$ cat src/rtl/wb_sys_arbiter.sv
// Two-master to one-slave Wishbone arbiter, round-robin on ties; request in IDLE -> slave strobe one edge later, response one edge after termination.
// Masters wait on m_ack_o/m_err_o; a slave that never answers is cut off after TIMEOUT cycles with an error.
module wb_sys_arbiter #(
   parameter int TIMEOUT  = 1024,
   parameter int TO_CNT_W = 16
) (
   input  logic                wb_clk_i,
   input  logic                wb_rst_i,
   input  logic [1:0]          m_cyc_i,
   input  logic [1:0]          m_stb_i,
   input  logic [1:0]          m_we_i,
   input  logic [7:0]          m_sel_i,
   input  logic [63:0]         m_adr_i,
   input  logic [63:0]         m_dat_i,
   output logic [31:0]         m_dat_o,
   output logic [1:0]          m_ack_o,
   output logic [1:0]          m_err_o,
   output logic                s_cyc_o,
   output logic                s_stb_o,
   output logic                s_we_o,
   output logic [3:0]          s_sel_o,
   output logic [31:0]         s_adr_o,
   output logic [31:0]         s_dat_o,
   input  logic [31:0]         s_dat_i,
   input  logic                s_ack_i,
   input  logic                s_err_i,
   output logic [1:0]          grant_o,
   output logic [TO_CNT_W-1:0] timeout_cnt_o
);

   typedef enum logic [1:0] {IDLE = 2'd0, BUSY = 2'd1, RESP = 2'd2} state_t;

   localparam logic [15:0] TO_LAST = 16'(TIMEOUT - 1);

   state_t              state_q, state_d;
   logic                last_q, last_d;
   logic [15:0]         to_q, to_d;
   logic [TO_CNT_W-1:0] tcnt_q, tcnt_d;
   logic                s_cyc_q, s_cyc_d, s_stb_q, s_stb_d, s_we_q, s_we_d;
   logic [3:0]          s_sel_q, s_sel_d;
   logic [31:0]         s_adr_q, s_adr_d, s_dat_q, s_dat_d;
   logic [1:0]          grant_q, grant_d, m_ack_q, m_ack_d, m_err_q, m_err_d;
   logic [31:0]         m_dat_q, m_dat_d;

   logic [1:0]          req;
   logic                pick;
   logic                own;
   logic                timed_out;

   always_comb begin
      state_d   = state_q;
      last_d    = last_q;
      to_d      = to_q;
      tcnt_d    = tcnt_q;
      s_cyc_d   = s_cyc_q;
      s_stb_d   = s_stb_q;
      s_we_d    = s_we_q;
      s_sel_d   = s_sel_q;
      s_adr_d   = s_adr_q;
      s_dat_d   = s_dat_q;
      grant_d   = grant_q;
      m_ack_d   = m_ack_q;
      m_err_d   = m_err_q;
      m_dat_d   = m_dat_q;

      req       = m_cyc_i & m_stb_i;
      // On a tie the master that was not served last wins.
      pick      = (req == 2'b11) ? ~last_q : req[1];
      own       = grant_q[1];
      timed_out = (to_q == TO_LAST);

      case (state_q)
         IDLE: begin
            if (|req) begin
               state_d = BUSY;
               last_d  = pick;
               grant_d = pick ? 2'b10 : 2'b01;
               s_cyc_d = 1'b1;
               s_stb_d = 1'b1;
               s_we_d  = pick ? m_we_i[1]       : m_we_i[0];
               s_sel_d = pick ? m_sel_i[7:4]    : m_sel_i[3:0];
               s_adr_d = pick ? m_adr_i[63:32]  : m_adr_i[31:0];
               s_dat_d = pick ? m_dat_i[63:32]  : m_dat_i[31:0];
               to_d    = '0;
            end
         end
         BUSY: begin
            if (!m_cyc_i[own]) begin
               state_d = IDLE;
               s_cyc_d = 1'b0;
               s_stb_d = 1'b0;
               grant_d = 2'b00;
            end else if (s_ack_i || s_err_i || timed_out) begin
               state_d = RESP;
               s_cyc_d = 1'b0;
               s_stb_d = 1'b0;
               // A real slave answer beats the timeout; ack with err is an error.
               if (s_err_i) begin
                  m_err_d = grant_q;
               end else if (s_ack_i) begin
                  m_ack_d = grant_q;
                  m_dat_d = s_dat_i;
               end else begin
                  m_err_d = grant_q;
                  if (tcnt_q != '1) tcnt_d = tcnt_q + 1'b1;
               end
            end else begin
               to_d = to_q + 16'd1;
            end
         end
         RESP: begin
            state_d = IDLE;
            grant_d = 2'b00;
            m_ack_d = 2'b00;
            m_err_d = 2'b00;
            m_dat_d = '0;
         end
         default: state_d = IDLE;
      endcase
   end

   always_ff @(posedge wb_clk_i or posedge wb_rst_i) begin
      if (wb_rst_i) begin
         state_q <= IDLE;
         last_q  <= 1'b1;
         to_q    <= '0;
         tcnt_q  <= '0;
         s_cyc_q <= 1'b0;
         s_stb_q <= 1'b0;
         s_we_q  <= 1'b0;
         s_sel_q <= '0;
         s_adr_q <= '0;
         s_dat_q <= '0;
         grant_q <= '0;
         m_ack_q <= '0;
         m_err_q <= '0;
         m_dat_q <= '0;
      end else begin
         state_q <= state_d;
         last_q  <= last_d;
         to_q    <= to_d;
         tcnt_q  <= tcnt_d;
         s_cyc_q <= s_cyc_d;
         s_stb_q <= s_stb_d;
         s_we_q  <= s_we_d;
         s_sel_q <= s_sel_d;
         s_adr_q <= s_adr_d;
         s_dat_q <= s_dat_d;
         grant_q <= grant_d;
         m_ack_q <= m_ack_d;
         m_err_q <= m_err_d;
         m_dat_q <= m_dat_d;
      end
   end

   assign m_dat_o       = m_dat_q;
   assign m_ack_o       = m_ack_q;
   assign m_err_o       = m_err_q;
   assign s_cyc_o       = s_cyc_q;
   assign s_stb_o       = s_stb_q;
   assign s_we_o        = s_we_q;
   assign s_sel_o       = s_sel_q;
   assign s_adr_o       = s_adr_q;
   assign s_dat_o       = s_dat_q;
   assign grant_o       = grant_q;
   assign timeout_cnt_o = tcnt_q;

endmodule

$ cat config.mk
export PLATFORM = sky130hd
export DESIGN_NAME = wb_sys_arbiter
export DESIGN_NICKNAME = d
export VERILOG_FILES = /design/src/rtl/wb_sys_arbiter.sv
export SDC_FILE = /design/constraint.sdc
export NUM_CORES = 1
export LEC_CHECK = 0
export CORE_AREA = 2 2 137 139
export CTS_CLUSTER_SIZE = 10
export DETAILED_ROUTE_END_ITERATION = 12
export DIE_AREA = 0 0 139 141
export GPL_TIMING_DRIVEN = 0
export PLACE_DENSITY = 0.81
export SLEW_MARGIN = 20
export SYNTH_ARGS = -nofsm -noshare
export SYNTH_HDL_FRONTEND = slang
export SYNTH_SLANG_ARGS = --single-unit
$ cat constraint.sdc
create_clock -name wb_clk_i -period 4.9 [get_ports wb_clk_i]
set_clock_uncertainty 0.1 [all_clocks]
set_input_delay 1.225 -clock wb_clk_i [delete_from_list [all_inputs] [get_ports wb_clk_i]]
set_output_delay 1.225 -clock wb_clk_i [all_outputs]
set_load 0.02 [all_outputs]
==> impl_metrics.ini <==
[global_routing]
grt_pass1_vias = 6291
grt_pass1_wl_mm = 33.2
track_usage = 0.214
grt_start_max_net_pins = 34
grt_overflow_total = 0
grt_antenna_before_repair = 0

[clock_network]
clkSlewWorstSetupHoldPaths_ps = 60
worst_skew_pair.late_latency_ps = 420
post_cts.resized_instances = 0
cts-buffers-inserted = 17
cts_tree = done
cts_post_setup_buffers_inserted = 0
clockRootBuffer = sky130_fd_sc_hd__clkbuf_16
ctsHoldBuffers = 0
ctsLongestPathBuffers = 2
clock_sink_count = 143
cts_htree_levels = 4

[setup_path]
startpoint = m_cyc_i[1]
worstPathArrival_ps = 3510
worst_r2r_startpoint = state_q[0]$_DFFE_PP0P_
worstPathCellList = clkdlybuf4s50_1, nand2_1, nand3_2, nand2_1, clkbuf_1, clkbuf_1, nand2_1, o21ai_0
critical-path-max-stage-delay_ps = 450
crit_family = buffers and inverters
critPathMostFrequentCell = sky130_fd_sc_hd__nand2_1
setup.worst_path.start_class = primary input
cp_slowest_cell = sky130_fd_sc_hd__clkdlybuf4s50_1
crit_required_ps = 5130
timing.critical_path.to_type = flop
crit_type = in -> reg
critical_path.n_buffers_inverters = 3
critical_path.max_fanout = 10

[detailed_routing]
detailedRoute.firstPassIterationCount = 4
vias_per_instance = 4.99
drtAntennaViolNets = 0
routed_wl_mm = 20.5
remaining_drc_errors = 0
routedWlPerCell_um = 16.3
drt_iter0_markers = 227
num_vias = 6267

[cells_and_area]
multi_input_area_sq_um = 2960
final_cell_count_no_fill = 1257
regArea_sq_um = 3580
antenna_cells_inserted = 0
flow.area_growth_from_synthesis_pct = 59.7
nets = 1195
fraction_of_layout_cells_with_a_size_suffix_above_1 = 0.0655
layout_commonest_cell = sky130_fd_sc_hd__clkdlybuf4s50_1
fill_cells = 1615
final_cell_mix = sky130_fd_sc_hd__clkdlybuf4s50_1 (302), sky130_fd_sc_hd__nand2_1 (160), sky130_fd_sc_hd__dfrtp_1 (142), sky130_fd_sc_hd__o21ai_0 (123), sky130_fd_sc_hd__mux2i_1 (71)
fin_area_sq_um = 10800

[synth]
synth-main-ff-cell = sky130_fd_sc_hd__dfrtp_1
avgSynthCellArea_sq_um = 9.89
mappedNetlistArea_sq_um = 6770
synth-warning-count = 0
post_synth_num_cell_types = 57
postSynthRegisterBits = 143
synth.yosys.seq_area_share = 0.529
synth_enable_flop_cells = 0
synth_nets = 869
post_synthesis_instance_total = 685
synthArstFlopShare = 1.00

[floorplan]
top_level_ports = 303
placement_rows = 50
die_w_um = 139
initial_core_util = 0.371
fp.dieH_um = 141
die_area_sq_um = 19600
floorplan.core_area_sq_um = 18300

[power_and_ir_drop]
power_frac_clock = 0.228
switching_share_of_power = 0.386
vdd_ir_drop_max_v = 0.000276
p_int_mw = 3.70
powerDensity_nw_per_um2 = 557
sequential_fraction_of_design_power = 0.310
combPwrFrac = 0.461
net-switching-power_mw = 2.33
total_leakage_power_nw = 4.91

[min_path]
hold_path.class = reg -> reg
hold_start = s_dat_o[16]$_DFFE_PP0P_

[sta]
finalHoldViolCount = 0
timing_max_transition_violations_final = 0
final.setup.worst_slack_ps = 1620
timing.max_slew.rel_slack = 0.412
clock.fmax_ghz = 0.305
final.period_utilization = 0.670
sum_of_negative_setup_slack_ps = 0
hold-worst-slack_ps = 376
setup_viol_count_final = 0
worst_pin_slew_ps = 882
rsz0062_at_grt = false
final_period_minus_worst_setup_slack_ps = 3280

[placed_design]
place.detailed.instances = 1226
post-dp-hpwl_mm = 16.2
placement.cell_area_sq_um = 10200
port_buffers = 302
dp_slack_ps = 1150
globalplace.congestion = 0.873

[run]
max-cap-violations = 0

[status]
outcome = completed
[final timing paths]
path,to,slack (ps),cells after the start
max in group asynchronous,last_q$_DFFE_PP1P_,3030,4
hold / removal,s_dat_o[16]$_DFFE_PP0P_,380,2
setup reg to reg,s_dat_o[28]$_DFFE_PP0P_,2130,8
min in group asynchronous,s_adr_o[1]$_DFFE_PP0P_,990,2
setup / recovery,s_dat_o[28]$_DFFE_PP0P_,1620,8
hold reg to reg,s_dat_o[16]$_DFFE_PP0P_,380,2
[layer usage]
metal | global-route usage | routed length [um] | vias to the layer above | part of all wire
li1 | - | - | 3038 | -
met1 | 0.247 | 8120 | 2964 | 0.40
met2 | 0.381 | 10600 | 239 | 0.51
met3 | 0.0656 | 1390 | 26 | 0.068
met4 | 0.0643 | 459 | 0 | 0.022
met5 | 0 | 0 | - | 0
[metrics by stage]
stage / power, mW / util
2_1_floorplan: 3.29 / -
3_3_place_gp: 4.61 / 0.552
3_5_place_dp: 4.71 / 0.558
4_1_cts: 6.09 / 0.592
5_1_grt: 6.41 / 0.592
6_report: 6.02 / 0.592
[cell type report]
class                           count  area share
Buffer                             43      0.0180
Sequential cell                   143       0.331
Timing Repair Buffer              307       0.289
Clock buffer                       19      0.0400
Clock inverter                     12      0.0171
Inverter                           11     0.00416
Tap cell                          234      0.0271
Multi-Input combinational cell    488       0.273
[worst register-to-register path, delay by kind of cell, from the launching register on]
kind                       cells  cell delay (ps)
AOI/OAI and AO/OA              1              100
adders and majority gates      1              350
buffers and inverters          3              950
DFF                            1              420
and+or+nand+nor                3              760
[registers in the layout, indices dropped and copies added (netlist names)]
signal         count
s_stb_o            1
s_we_o             1
to_q              16
m_ack_o            2
s_sel_o            4
s_dat_o           32
m_err_o            2
m_dat_o           32
timeout_cnt_o     16
grant_o            2
state_q            2
last_q             1
s_adr_o           32
[power groups by stage]
stage          combinational, mW  sequential (mW)  clock, mW
2_1_floorplan              0.911             2.38          0
3_3_place_gp                2.75             1.87          0
3_5_place_dp                2.81             1.90          0
4_1_cts                     2.82             1.87       1.40
5_1_grt                     3.02             1.93       1.46
6_report                    2.78             1.87       1.37
[cell usage after synthesis, types with 2 or more instances]
library cell,number,area share
sky130_fd_sc_hd__mux2_2,3,0.0050
sky130_fd_sc_hd__nand2b_1,2,0.0018
sky130_fd_sc_hd__buf_1,6,0.0033
sky130_fd_sc_hd__a22o_1,2,0.0026
sky130_fd_sc_hd__buf_2,6,0.0044
sky130_fd_sc_hd__o221ai_1,2,0.0026
sky130_fd_sc_hd__nor3_1,10,0.0074
sky130_fd_sc_hd__and4_1,4,0.0052
sky130_fd_sc_hd__clkbuf_1,26,0.014
sky130_fd_sc_hd__o41ai_1,2,0.0026
sky130_fd_sc_hd__o21ai_0,123,0.091
sky130_fd_sc_hd__and3_1,3,0.0028
sky130_fd_sc_hd__and2_1,2,0.0018
sky130_fd_sc_hd__nand3_1,16,0.012
sky130_fd_sc_hd__buf_6,2,0.0033
sky130_fd_sc_hd__o31ai_1,7,0.0078
sky130_fd_sc_hd__mux2i_1,71,0.10
sky130_fd_sc_hd__nor4_2,3,0.0055
sky130_fd_sc_hd__xnor2_1,3,0.0039
sky130_fd_sc_hd__nand4_1,8,0.0074
sky130_fd_sc_hd__ha_1,6,0.011
sky130_fd_sc_hd__inv_1,10,0.0055
sky130_fd_sc_hd__a31o_2,2,0.0026
sky130_fd_sc_hd__nor2_4,2,0.0033
sky130_fd_sc_hd__nand2_1,160,0.089
sky130_fd_sc_hd__dfrtp_1,142,0.52
sky130_fd_sc_hd__a31oi_1,5,0.0046
sky130_fd_sc_hd__xor2_1,11,0.014
sky130_fd_sc_hd__a21oi_1,3,0.0022
sky130_fd_sc_hd__nor2_1,14,0.0078
sky130_fd_sc_hd__buf_4,3,0.0033
[kinds of logic after synthesis]
kind of cell | count (synthesis) | share of synthesized area
AOI/OAI and AO/OA | 158 | 0.133
xor gates and xnor gates | 14 | 0.0181
adders and majority gates | 6 | 0.0111
buffers and inverters | 54 | 0.0349
DFF | 143 | 0.529
muxes | 76 | 0.114
and+or+nand+nor | 234 | 0.160
No activity file was read; power rests on OpenSTA's default activity.
